**src/rtl/iseq_fetcher_pkg.sv**
```systemverilog
// Shared definitions for the instruction-sequence fetcher: opcode field, END marker
// and the fetch FSM state encodings.
package iseq_fetcher_pkg;

    localparam int OPC_MSB = 31;
    localparam int OPC_LSB = 28;

    // Opcode that terminates a normal Iseq; maintenance Iseqs carry no END word.
    localparam logic [3:0] END_ISEQ = 4'hF;

    localparam logic [1:0] ISEQ_FETCH_IDLE   = 2'd0;
    localparam logic [1:0] ISEQ_FETCH_SETTLE = 2'd1;
    localparam logic [1:0] ISEQ_FETCH_FETCH  = 2'd2;
    localparam logic [1:0] ISEQ_FETCH_DRAIN  = 2'd3;

    typedef enum logic [1:0] {
        ST_IDLE   = ISEQ_FETCH_IDLE,
        ST_SETTLE = ISEQ_FETCH_SETTLE,
        ST_FETCH  = ISEQ_FETCH_FETCH,
        ST_DRAIN  = ISEQ_FETCH_DRAIN
    } fetch_state_e;

    function automatic logic is_end_iseq(input logic [31:0] word);
        return word[OPC_MSB:OPC_LSB] == END_ISEQ;
    endfunction

endpackage

```
**src/rtl/iseq_fetcher_out_reg.sv**
```systemverilog
// One-entry valid/ready holding register between the FIFO heads and the
// execution pipeline; a load always wins over a same-cycle drain.
module iseq_out_reg (
    input  logic        clk,
    input  logic        rst,
    input  logic        load,
    input  logic [31:0] load_data,
    input  logic        ready,
    output logic        valid,
    output logic [31:0] data
);

    // NOTE: state registers use non-blocking assignments so every flop samples
    // pre-edge values, independent of process evaluation order.
    always_ff @(posedge clk) begin
        if (rst) begin
            valid <= 1'b0;
            // NOTE: the data word is reset too; it is a single register, not a
            // memory, and the downstream side sees a defined zero after reset.
            data  <= '0;
        end else if (load) begin
            valid <= 1'b1;
            data  <= load_data;
        end else if (ready) begin
            valid <= 1'b0;
        end
    end

endmodule

```
**src/rtl/iseq_fetcher.sv**
```systemverilog
// Pops one Iseq from the instr0/instr1 FIFOs in alternating write order and streams it
// to the execution pipeline, signalling the receiver when the next Iseq may start.
module iseq_fetcher
    import iseq_fetcher_pkg::*;
#(
    parameter int START_DELAY = 2,
    parameter int CNT_W       = 16
) (
    input  logic             clk,
    input  logic             rst,
    input  logic             process_iseq,
    output logic             dispatcher_ready,
    output logic             instr0_fifo_rd_en,
    input  logic [31:0]      instr0_fifo_data,
    input  logic             instr0_fifo_empty,
    output logic             instr1_fifo_rd_en,
    input  logic [31:0]      instr1_fifo_data,
    input  logic             instr1_fifo_empty,
    output logic             instr_valid,
    input  logic             instr_ready,
    output logic [31:0]      instr_data,
    output logic             iseq_done,
    output logic [CNT_W-1:0] instr_count,
    output logic             order_err
);

    localparam int DLY_W = 8;

    fetch_state_e state, state_nxt;
    logic             sel;
    logic [DLY_W-1:0] dly_cnt;
    logic             pop;
    logic             load;
    logic             set_err;
    logic [31:0]      head;
    logic             sel_empty;
    logic             oth_empty;

    assign head      = sel ? instr1_fifo_data  : instr0_fifo_data;
    assign sel_empty = sel ? instr1_fifo_empty : instr0_fifo_empty;
    assign oth_empty = sel ? instr0_fifo_empty : instr1_fifo_empty;

    assign dispatcher_ready  = (state == ST_IDLE);
    assign instr0_fifo_rd_en = pop & ~sel;
    assign instr1_fifo_rd_en = pop &  sel;

    // NOTE: every signal written here gets a default first, so no path can
    // leave it unassigned and infer a latch.
    always_comb begin
        state_nxt = state;
        pop       = 1'b0;
        load      = 1'b0;
        set_err   = 1'b0;
        iseq_done = 1'b0;
        case (state)
            ST_IDLE: begin
                if (process_iseq) state_nxt = ST_SETTLE;
            end
            // Leave once the counter has run down, giving a START_DELAY-cycle
            // gap from the pulse to the first read.
            ST_SETTLE: begin
                if (dly_cnt <= DLY_W'(1)) state_nxt = ST_FETCH;
            end
            ST_FETCH: begin
                if (sel_empty) begin
                    state_nxt = ST_DRAIN;
                    set_err   = ~oth_empty;
                end else if (!instr_valid || instr_ready) begin
                    pop = 1'b1;
                    if (is_end_iseq(head)) state_nxt = ST_DRAIN;
                    else                   load      = 1'b1;
                end
            end
            ST_DRAIN: begin
                if (!instr_valid || instr_ready) begin
                    iseq_done = 1'b1;
                    state_nxt = ST_IDLE;
                end
            end
            default: state_nxt = ST_IDLE;
        endcase
    end

    always_ff @(posedge clk) begin
        if (rst) begin
            state       <= ST_IDLE;
            sel         <= 1'b0;
            dly_cnt     <= '0;
            instr_count <= '0;
            order_err   <= 1'b0;
        end else begin
            state <= state_nxt;
            if (state == ST_IDLE && process_iseq) begin
                sel         <= 1'b0;
                instr_count <= '0;
                dly_cnt     <= DLY_W'(START_DELAY - 1);
            end
            if (state == ST_SETTLE && dly_cnt != '0) dly_cnt <= dly_cnt - 1'b1;
            if (pop) sel <= ~sel;
            if (load && instr_count != '1) instr_count <= instr_count + 1'b1;
            if (set_err) order_err <= 1'b1;
        end
    end

    iseq_out_reg u_out_reg (
        .clk       (clk),
        .rst       (rst),
        .load      (load),
        .load_data (head),
        .ready     (instr_ready),
        .valid     (instr_valid),
        .data      (instr_data)
    );

endmodule

```
**config.mk**
```make
export PLATFORM = sky130hd
export DESIGN_NAME = iseq_fetcher
export DESIGN_NICKNAME = d
export VERILOG_FILES = /design/src/rtl/iseq_fetcher_pkg.sv /design/src/rtl/iseq_fetcher_out_reg.sv /design/src/rtl/iseq_fetcher.sv
export SDC_FILE = /design/constraint.sdc
export NUM_CORES = 1
export LEC_CHECK = 0
export BUFFER_PORTS_ARGS = -buffer_cell sky130_fd_sc_hd__buf_2
export CAP_MARGIN = 25
export CORE_AREA = 2 2 82 84
export CTS_CLUSTER_DIAMETER = 200
export CTS_CLUSTER_SIZE = 30
export DETAILED_ROUTE_END_ITERATION = 6
export DIE_AREA = 0 0 84 86
export GPL_TIMING_DRIVEN = 0
export PLACE_DENSITY = 0.86
export SETUP_SLACK_MARGIN = 0.4
export SLEW_MARGIN = 5
export SYNTH_ARGS = -nofsm -noshare
export SYNTH_HDL_FRONTEND = slang
export SYNTH_HIERARCHICAL = 1
export SYNTH_SLANG_ARGS = --single-unit
```
**constraint.sdc**
```tcl
create_clock -name clk -period 4.6 [get_ports clk]
set_clock_uncertainty 0.15 [all_clocks]
set_input_delay 0.69 -clock clk [delete_from_list [all_inputs] [get_ports clk]]
set_output_delay 0.69 -clock clk [all_outputs]
set_load 0.02 [all_outputs]
```
Word level (Yosys, flattened, before mapping)
Cells that the tools add are included.
{"block": "totals", "regBits": 61, "inputBits": 70, "out_inout_bits": 54}
{"block": "op_classes", "add_sub_neg": 2, "magnitude_cmp": 1, "eq_ne": 10, "mux": 28, "bitwise": 4, "reduce_logical": 12}
{"op": "$mux W16", "n": 2}
{"op": "$mux W32", "n": 1}
{"op": "$add A16 B1 Y16 const B", "n": 1}
{"op": "$mux W1", "n": 16}
{"op": "$mux W8", "n": 2}
{"op": "$ne A16 B16 Y1 const B", "n": 1}
{"op": "$mux W2", "n": 6}
{"op": "$le A8 B1 Y1 const B", "n": 1}
{"op": "$pmux W2 S4", "n": 1}
{"op": "$reduce_bool A2 Y1", "n": 4}
{"op": "$reduce_bool A8 Y1", "n": 1}
{"op": "$sub A8 B1 Y8 const B", "n": 1}
{"op": "$ne A2 B2 Y1 const B", "n": 3}
{"op": "$ne A3 B3 Y1 const B", "n": 2}
{"op": "$reduce_and A5 Y1", "n": 1}
{"op": "$eq A2 B2 Y1 const B", "n": 2}
{"op": "$eq A4 B4 Y1 const B", "n": 1}
{"op": "$logic_and A1 B1 Y1", "n": 3}
{"op": "$and A1 B1 Y1", "n": 2}
{"op": "$eq A2 B1 Y1 const B", "n": 1}
{"op": "$logic_not A2 Y1", "n": 1}
{"op": "$not A1 Y1", "n": 2}
{"op": "$logic_not A1 Y1", "n": 1}
{"op": "$logic_or A1 B1 Y1", "n": 1}

Logic depth before layout (Yosys ltp)
Gate-level depths: netlist (run 1).
{"block": "depth", "ltp_word": 8, "ltp_mapped": 10, "ltp_nobuf": 8}

Cells and area by module
The synthesis (run 1) kept the hierarchy.
{"module": "iseq_fetcher", "instances": 1, "cells_per_inst": 235, "area_each_um2": 2042.0}
{"module": "iseq_out_reg", "instances": 1, "cells_per_inst": 108, "area_each_um2": 1204.9}

Worst setup path before layout (run 1)
No wires, ideal clock.
{"block": "synth_timing", "path_type": "input-to-output", "start": "input port instr0_fifo_empty", "end": "output port instr0_fifo_rd_en", "arrival_time_ns": 1.596, "required_ns": 3.760, "slack_ns": 2.164, "cell_stages": 4, "path_buffers": 0, "cell_sequence": "mux2_4 or3_4 nand2b_1 inv_1"}
{"block": "synth_via", "elab_chain_len": 4}
{"item": "start: declaration", "line": "iseq_fetcher.sv:15", "source": "input logic instr0_fifo_empty,"}
{"item": "$mux W1", "line": "iseq_fetcher.sv:40", "source": "assign sel_empty = sel ? instr1_fifo_empty : instr0_fifo_empty;"}
{"item": "$mux W1", "line": "iseq_fetcher.sv:65", "source": "if (sel_empty) begin"}
{"item": "$mux W1", "line": "iseq_fetcher.sv:55", "source": "case (state)"}
{"item": "$and A1 B1 Y1", "line": "iseq_fetcher.sv:44", "source": "assign instr0_fifo_rd_en = pop & ~sel;"}
{"item": "end: declaration", "line": "iseq_fetcher.sv:13", "source": "output logic instr0_fifo_rd_en,"}
No other way between the ends.

Worst setup path after layout (run 1)
{"block": "layout_timing", "start": "register sel", "end": "output port instr0_fifo_rd_en"}
{"block": "layout_via", "elab_chain_len": 4}
{"item": "start: declaration", "line": "iseq_fetcher.sv:30", "source": "logic sel;"}
{"item": "start signal: assignment", "line": "iseq_fetcher.sv:99", "source": "if (pop) sel <= ~sel;"}
{"item": "$mux W1", "line": "iseq_fetcher.sv:40"}
{"item": "$mux W1", "line": "iseq_fetcher.sv:65"}
{"item": "$mux W1", "line": "iseq_fetcher.sv:55"}
{"item": "$and A1 B1 Y1 *", "line": "iseq_fetcher.sv:44"}
Every way passes the cells marked *; elsewhere a longest branch is shown, timed or not.

==> metrics.txt, run 1 <==
CTS sink cnt=61; Final Hold Viols=0; vias in the first global route=2,989; final net count=555; Max Cap Viol=0; kind of critical path=register to output port; DRC Markers=0; CP Capture Point=instr0_fifo_rd_en; leakage power total=1.83 nW; unrepaired setup endpoints after global routing=no; CP arrival=1.89 ns; number of synthesized flops with an enable pin=0; setup TNS=0 ns; TritonCTS Buffers=9; fraction of layout cells with a size suffix above 1=0.395; Yosys cell types=49; Layout area overhead=27.6%; GRT Total Usage=0.228; ranking of synthesized cells by area=dfxtp_1 (38%), mux2_2 (11%), mux2i_1 (10%); share of the synthesized area in the top cell type=0.376; multi-input logic area=1820 um^2; synth cell count leaders=dfxtp_1 (61), nor2_1 (42), mux2i_1 (34); Post-CTS Repair Setup Buffers=0; Power Density=417 nW/um^2; antenna violations before repair=0; Starting DRT DRC Count=93; Clock Path Buffers=2; final worst-path cycle share=0.594; Final setup viols=0; Resize count post-CTS=0; # diodes=0; crit end category=output port; DP HPWL=6.27 mm; number of synthesized register bits=61; most numerous cell in the Yosys netlist=dfxtp_1; Reg-to-Reg Start=state[0]; Clk Latency, worst-skew pair=0.34 ns; R2R cell count=7; Slew Limit Fails=0; Peak supply drop=0.218 mV; Peak Freq=0.366 GHz; post-synthesis cell area=3250 um^2; CP Max Fanout=10; H-tree depth=3; ys flop type=dfxtp_1; Root Driver=clkbuf_8; Routed Antenna Nets=0; filler instances=501; GR Overflow Total=0; Worst setup SP type=register; WL final=8.17 mm; IO Pins=124; Tmin final=2.73 ns; core area=6280 um^2; die span in x=84 um; Crit path largest cell delay=0.36 ns; Initial Utilization=0.517; r2r endpoint=instr_count[2]; syn avg cell area=9.47 um^2; gpl congestion=0.821; first-pass GRT wire length=13.3 mm; Vias per Instance=5.35; FF+latch area=1220 um^2; critical path cell sequence=buf_6 -> mux2_4 -> or3_4 -> nand2b_1 -> inv_1 -> buf_2; input/output buffers=123; synth warn=6; Tightest Hold Check Type=register to register; async set or reset register ratio after synthesis=0; Wirelength per Cell=14.6 um; TritonCTS clock tree=yes; # rows=29; vias=2,988; die area=7220 um^2; status=complete, no violations; overall power=1.73 mW; chip height=86 um; Detailed Routing Iterations Pass 1=4; worst-margin pin slew=0.609 ns; CTS clk-pin slew, worst paths=0.07 ns; Mapped Cells=343; largest net degree at the start of global routing=11; reg-to-reg slack, setup=2.05 ns; area leader, netlist=dfxtp_1; Setup crit start=sel; CP Data Required Time=3.76 ns; syn nets=421; Max stage delay cell, worst path=or3_4; CTS Hold Buffers Added=0; Slew HR=0.594; register area share after synthesis=0.376
[final cells by class]
type	count	area share
plain buffers	17	0.0338
clock buffers	12	0.0399
clock inverters	3	0.00483
inverters	16	0.0148
multi-input cells	249	0.440
flip-flops and latches	61	0.295
well taps	77	0.0232
repair buffers	123	0.149
[per-layer routing]
layer  global-route usage  vias up  share of wire
met5                    0        -              0
met4               0.0938        0          0.019
met3               0.0760       12          0.066
met2                0.398      100           0.50
met1                0.258     1375           0.42
li1                     -     1501              -
[flip-flops by register name (all words and copies together) (netlist names)]
name,count
u_out_reg/valid,1
dly_cnt,8
sel,1
state,2
instr_count,16
u_out_reg/data,32
order_err,1
[per-stage QoR]
| stage | std cells | hold slack (ns) | util | cell area (um^2) | setup WS (ns) |
|---|---|---|---|---|---|
| 2_1_floorplan | 343 | 0.307 | - | 3250 | 2.16 |
| 3_3_place_gp | 543 | 0.305 | 0.631 | 3960 | 1.93 |
| 3_5_place_dp | 543 | 0.325 | 0.631 | 3960 | 1.82 |
| 4_1_cts | 558 | 0.345 | 0.660 | 4140 | 1.87 |
| 5_1_grt | 558 | 0.362 | 0.660 | 4140 | 1.76 |
| 6_report | 558 | 0.340 | 0.660 | 4140 | 1.87 |
[report_power, final]
part	switching, mW	total (mW)	internal [mW]
registers	0.0563	0.651	0.595
logic	0.358	0.637	0.279
clock network	0.206	0.442	0.236
total	0.620	1.73	1.11
[placed cells by master (no fill, tap or decap), drive strengths merged, types with 3 or more instances in the layout]
cell    count
buf       133
dfxtp      61
nor2       42
mux2i      34
mux2       33
clkbuf     19
nand2      16
inv        15
nand3      14
a21oi      14
o21ai       9
ha          8
nand2b      7
and2        6
nor4        6
a211oi      6
a221o       5
or2         4
and4        3
a21o        3
or4         3
nand4       3
nor3        3
[logic make-up (layout without fill, tap and decap cells)]
logic type | Yosys count | after routing | share of synthesized area
AND/OR/NAND/NOR | 116 | 116 | 0.185
multiplexers | 67 | 67 | 0.220
flip-flops | 61 | 61 | 0.376
AO/OA/AOI/OAI | 55 | 55 | 0.117
buffers and inverters | 33 | 171 | 0.0620
adder cells (fa/ha/maj) | 8 | 8 | 0.0308
XOR/XNOR | 3 | 3 | 0.00809
[worst min path at each step]
stage / start / to / slack (ns) / depth (start not counted)
3_3_place_gp: order_err / order_err / 0.31 / 2
6_report: order_err / order_err / 0.34 / 2
2_1_floorplan: dly_cnt[7] / dly_cnt[7] / 0.31 / 2
3_5_place_dp: u_out_reg/data[28] / u_out_reg/data[28] / 0.32 / 2
4_1_cts: u_out_reg/data[28] / u_out_reg/data[28] / 0.34 / 2
5_1_grt: u_out_reg/data[28] / u_out_reg/data[28] / 0.36 / 2
[critical path, delay by kind of cell (launching register included)]
family | cells | cell delay (ns)
buf+inv | 3 | 0.38
flops | 1 | 0.33
mux | 1 | 0.33
simple gates | 2 | 0.54
No activity file was read; power rests on OpenSTA's default activity.
==> run 2: changes to the inputs <==
Settings changed: CORE_AREA 2 2 82 84 to 2 2 85 87, DIE_AREA 0 0 84 86 to 0 0 87 89, PLACE_DENSITY 0.86 to 0.81.
Clock period 4.6 ns to 2.6 ns, I/O delays scaled along.
==> metrics.txt, run 2 (synthesis gave the netlist of run 1 again) <==
Biggest register=u_out_reg/data; r2r endpoint=u_out_reg/data[27]; filler instances=541; setup TNS=0 ns; CP Max Fanout=4; R2R cell count=9; clock share of power=0.249; hold depth=3; Layout area overhead=36.0%; die span in x=87 um; Clock Path Buffers=2; TritonCTS clock tree=yes; Vias per Instance=5.41; Comb pwr share=0.389; final worst-path cycle share=0.886; Tightest Hold Check Type=primary input to register; switching share of power=0.356; H-tree depth=3; wire length on met2=4.35 mm; commonest non-fill, non-tap cell in the layout=buf_2; WL final=8.70 mm; Wirelength per Cell=15.2 um; DP HPWL=6.27 mm; max reg flops=32; routed wl met3=644 um; kind of critical path=register to output port; Reg power frac=0.363; CP arrival=1.76 ns; fraction of layout cells with a size suffix above 1=0.450; hold path startpoint=instr_ready; Routed Antenna Nets=0; CTS clk-pin slew, worst paths=0.07 ns; gpl congestion=0.842; GRT Total Usage=0.216; reg-to-reg slack, setup=0.38 ns; Min Hold Slack=0.190 ns; Max Cap Viol=0; Slew Limit Fails=0; core area=6720 um^2; CTS sink cnt=61; die area=7740 um^2; final net count=567; chip height=89 um; status=complete, no violations; input/output buffers=123; Psw=1.14 mW; Tmin final=2.30 ns; overall power=3.19 mW; # rows=30; Starting DRT DRC Count=93; # diodes=0; IO Pins=124; leakage power total=1.95 nW; end of the worst hold path=u_out_reg/valid; worst-margin pin slew=0.608 ns; Peak Freq=0.434 GHz; Slew HR=0.591; vias=3,099; Detailed Routing Iterations Pass 1=4; area post-placement=3970 um^2; Final Hold Viols=0; DR top layer=met4; DRC Markers=0; GR Overflow Total=0; TritonCTS Buffers=9; largest registers=u_out_reg/data (32), instr_count (16), dly_cnt (8); Root Driver=clkbuf_8; Reg-to-Reg Start=sel; CTS Hold Buffers Added=0; Peak supply drop=0.346 mV; internal power=2.05 mW; antenna violations before repair=0; largest net degree at the start of global routing=11; unrepaired setup endpoints after global routing=yes; M1 WL=3.51 mm; Power Density=723 nW/um^2; crit end category=output port; Worst setup SP type=register; vias in the first global route=2,873; Final setup viols=0; Finished Cell Area=4420 um^2; Clk Latency, worst-skew pair=0.34 ns; first-pass GRT wire length=13.1 mm; commonest cells after routing, fill and taps aside=buf_2 (125), dfxtp_1 (57), nor2_1 (40), mux2_2 (32), mux2i_1 (30); CP Data Required Time=2.06 ns; Initial Utilization=0.483
-- run 2: cell count changes in the layout (fill, tap and decap cells not counted), moves of 4 or more --
cell and delta:
buf_4 +7, dfxtp_1 -4, mux2i_2 +4, mux2i_1 -4
clkbuf_16 +4, dfxtp_2 +4
-- run 2: what timing repair did --
action                     CTS  global route
gates cloned                 0             5
setup buffers                1             6
setup endpoints to repair   41            43
resized for setup           12            22
pin swaps                    1             1
-- run 2: area by class of cell --
class,instances,area [um^2],area share
buffer,17,156,0.0354
inverter,16,65.1,0.0147
multi-input combinational,249,1900,0.430
sequential,61,1230,0.278
timing repair buffer,135,786,0.178
tap,80,100,0.0227
clock buffer,12,165,0.0374
clock inverter,3,20.0,0.00453
-- run 2: worst max path at each step --
stage | start | end | slack [ns] | cells after the start
after floorplan | instr_count[0] | instr_count[15] | 0.42 | 7
after global placement | instr0_fifo_empty | instr_count[2] | 0.17 | 6
after detailed placement | instr0_fifo_empty | instr_count[7] | 0.13 | 6
after CTS | sel | instr0_fifo_rd_en | 0.31 | 6
after global routing | sel | instr0_fifo_rd_en | 0.26 | 6
final | sel | instr0_fifo_rd_en | 0.30 | 6
-- run 2: stage by stage --
step / std cells / utilization / worst slack [ns]
after floorplan: 343 / - / 0.420
after global placement: 546 / 0.590 / 0.171
after detailed placement: 546 / 0.590 / 0.133
after CTS: 562 / 0.625 / 0.306
after global routing: 573 / 0.657 / 0.258
final: 573 / 0.657 / 0.297
-- run 2: worst max-delay path, cell delays in order (launching register included) --
cell and delay (ns):
dfxtp_2 0.32, buf_6 0.11, mux2_4 0.31, or3_4 0.36, nand2b_4 0.16, inv_2 0.06
buf_6 0.11
-- run 2: metal layers --
metal  vias to the layer above  GRT usage
li1                       1524          -
met1                      1430      0.256
met2                       125      0.368
met3                        20     0.0526
met4                         0     0.0980
met5                         -          0
-- run 2: power by group through the flow --
stage	registers [mW]	clock network, mW	logic [mW]
after global placement	1.16	0	1.07
after detailed placement	1.17	0	1.11
after CTS	1.15	0.803	1.13
after floorplan	1.20	0	0.788
final	1.16	0.793	1.24
after global routing	1.17	0.843	1.37
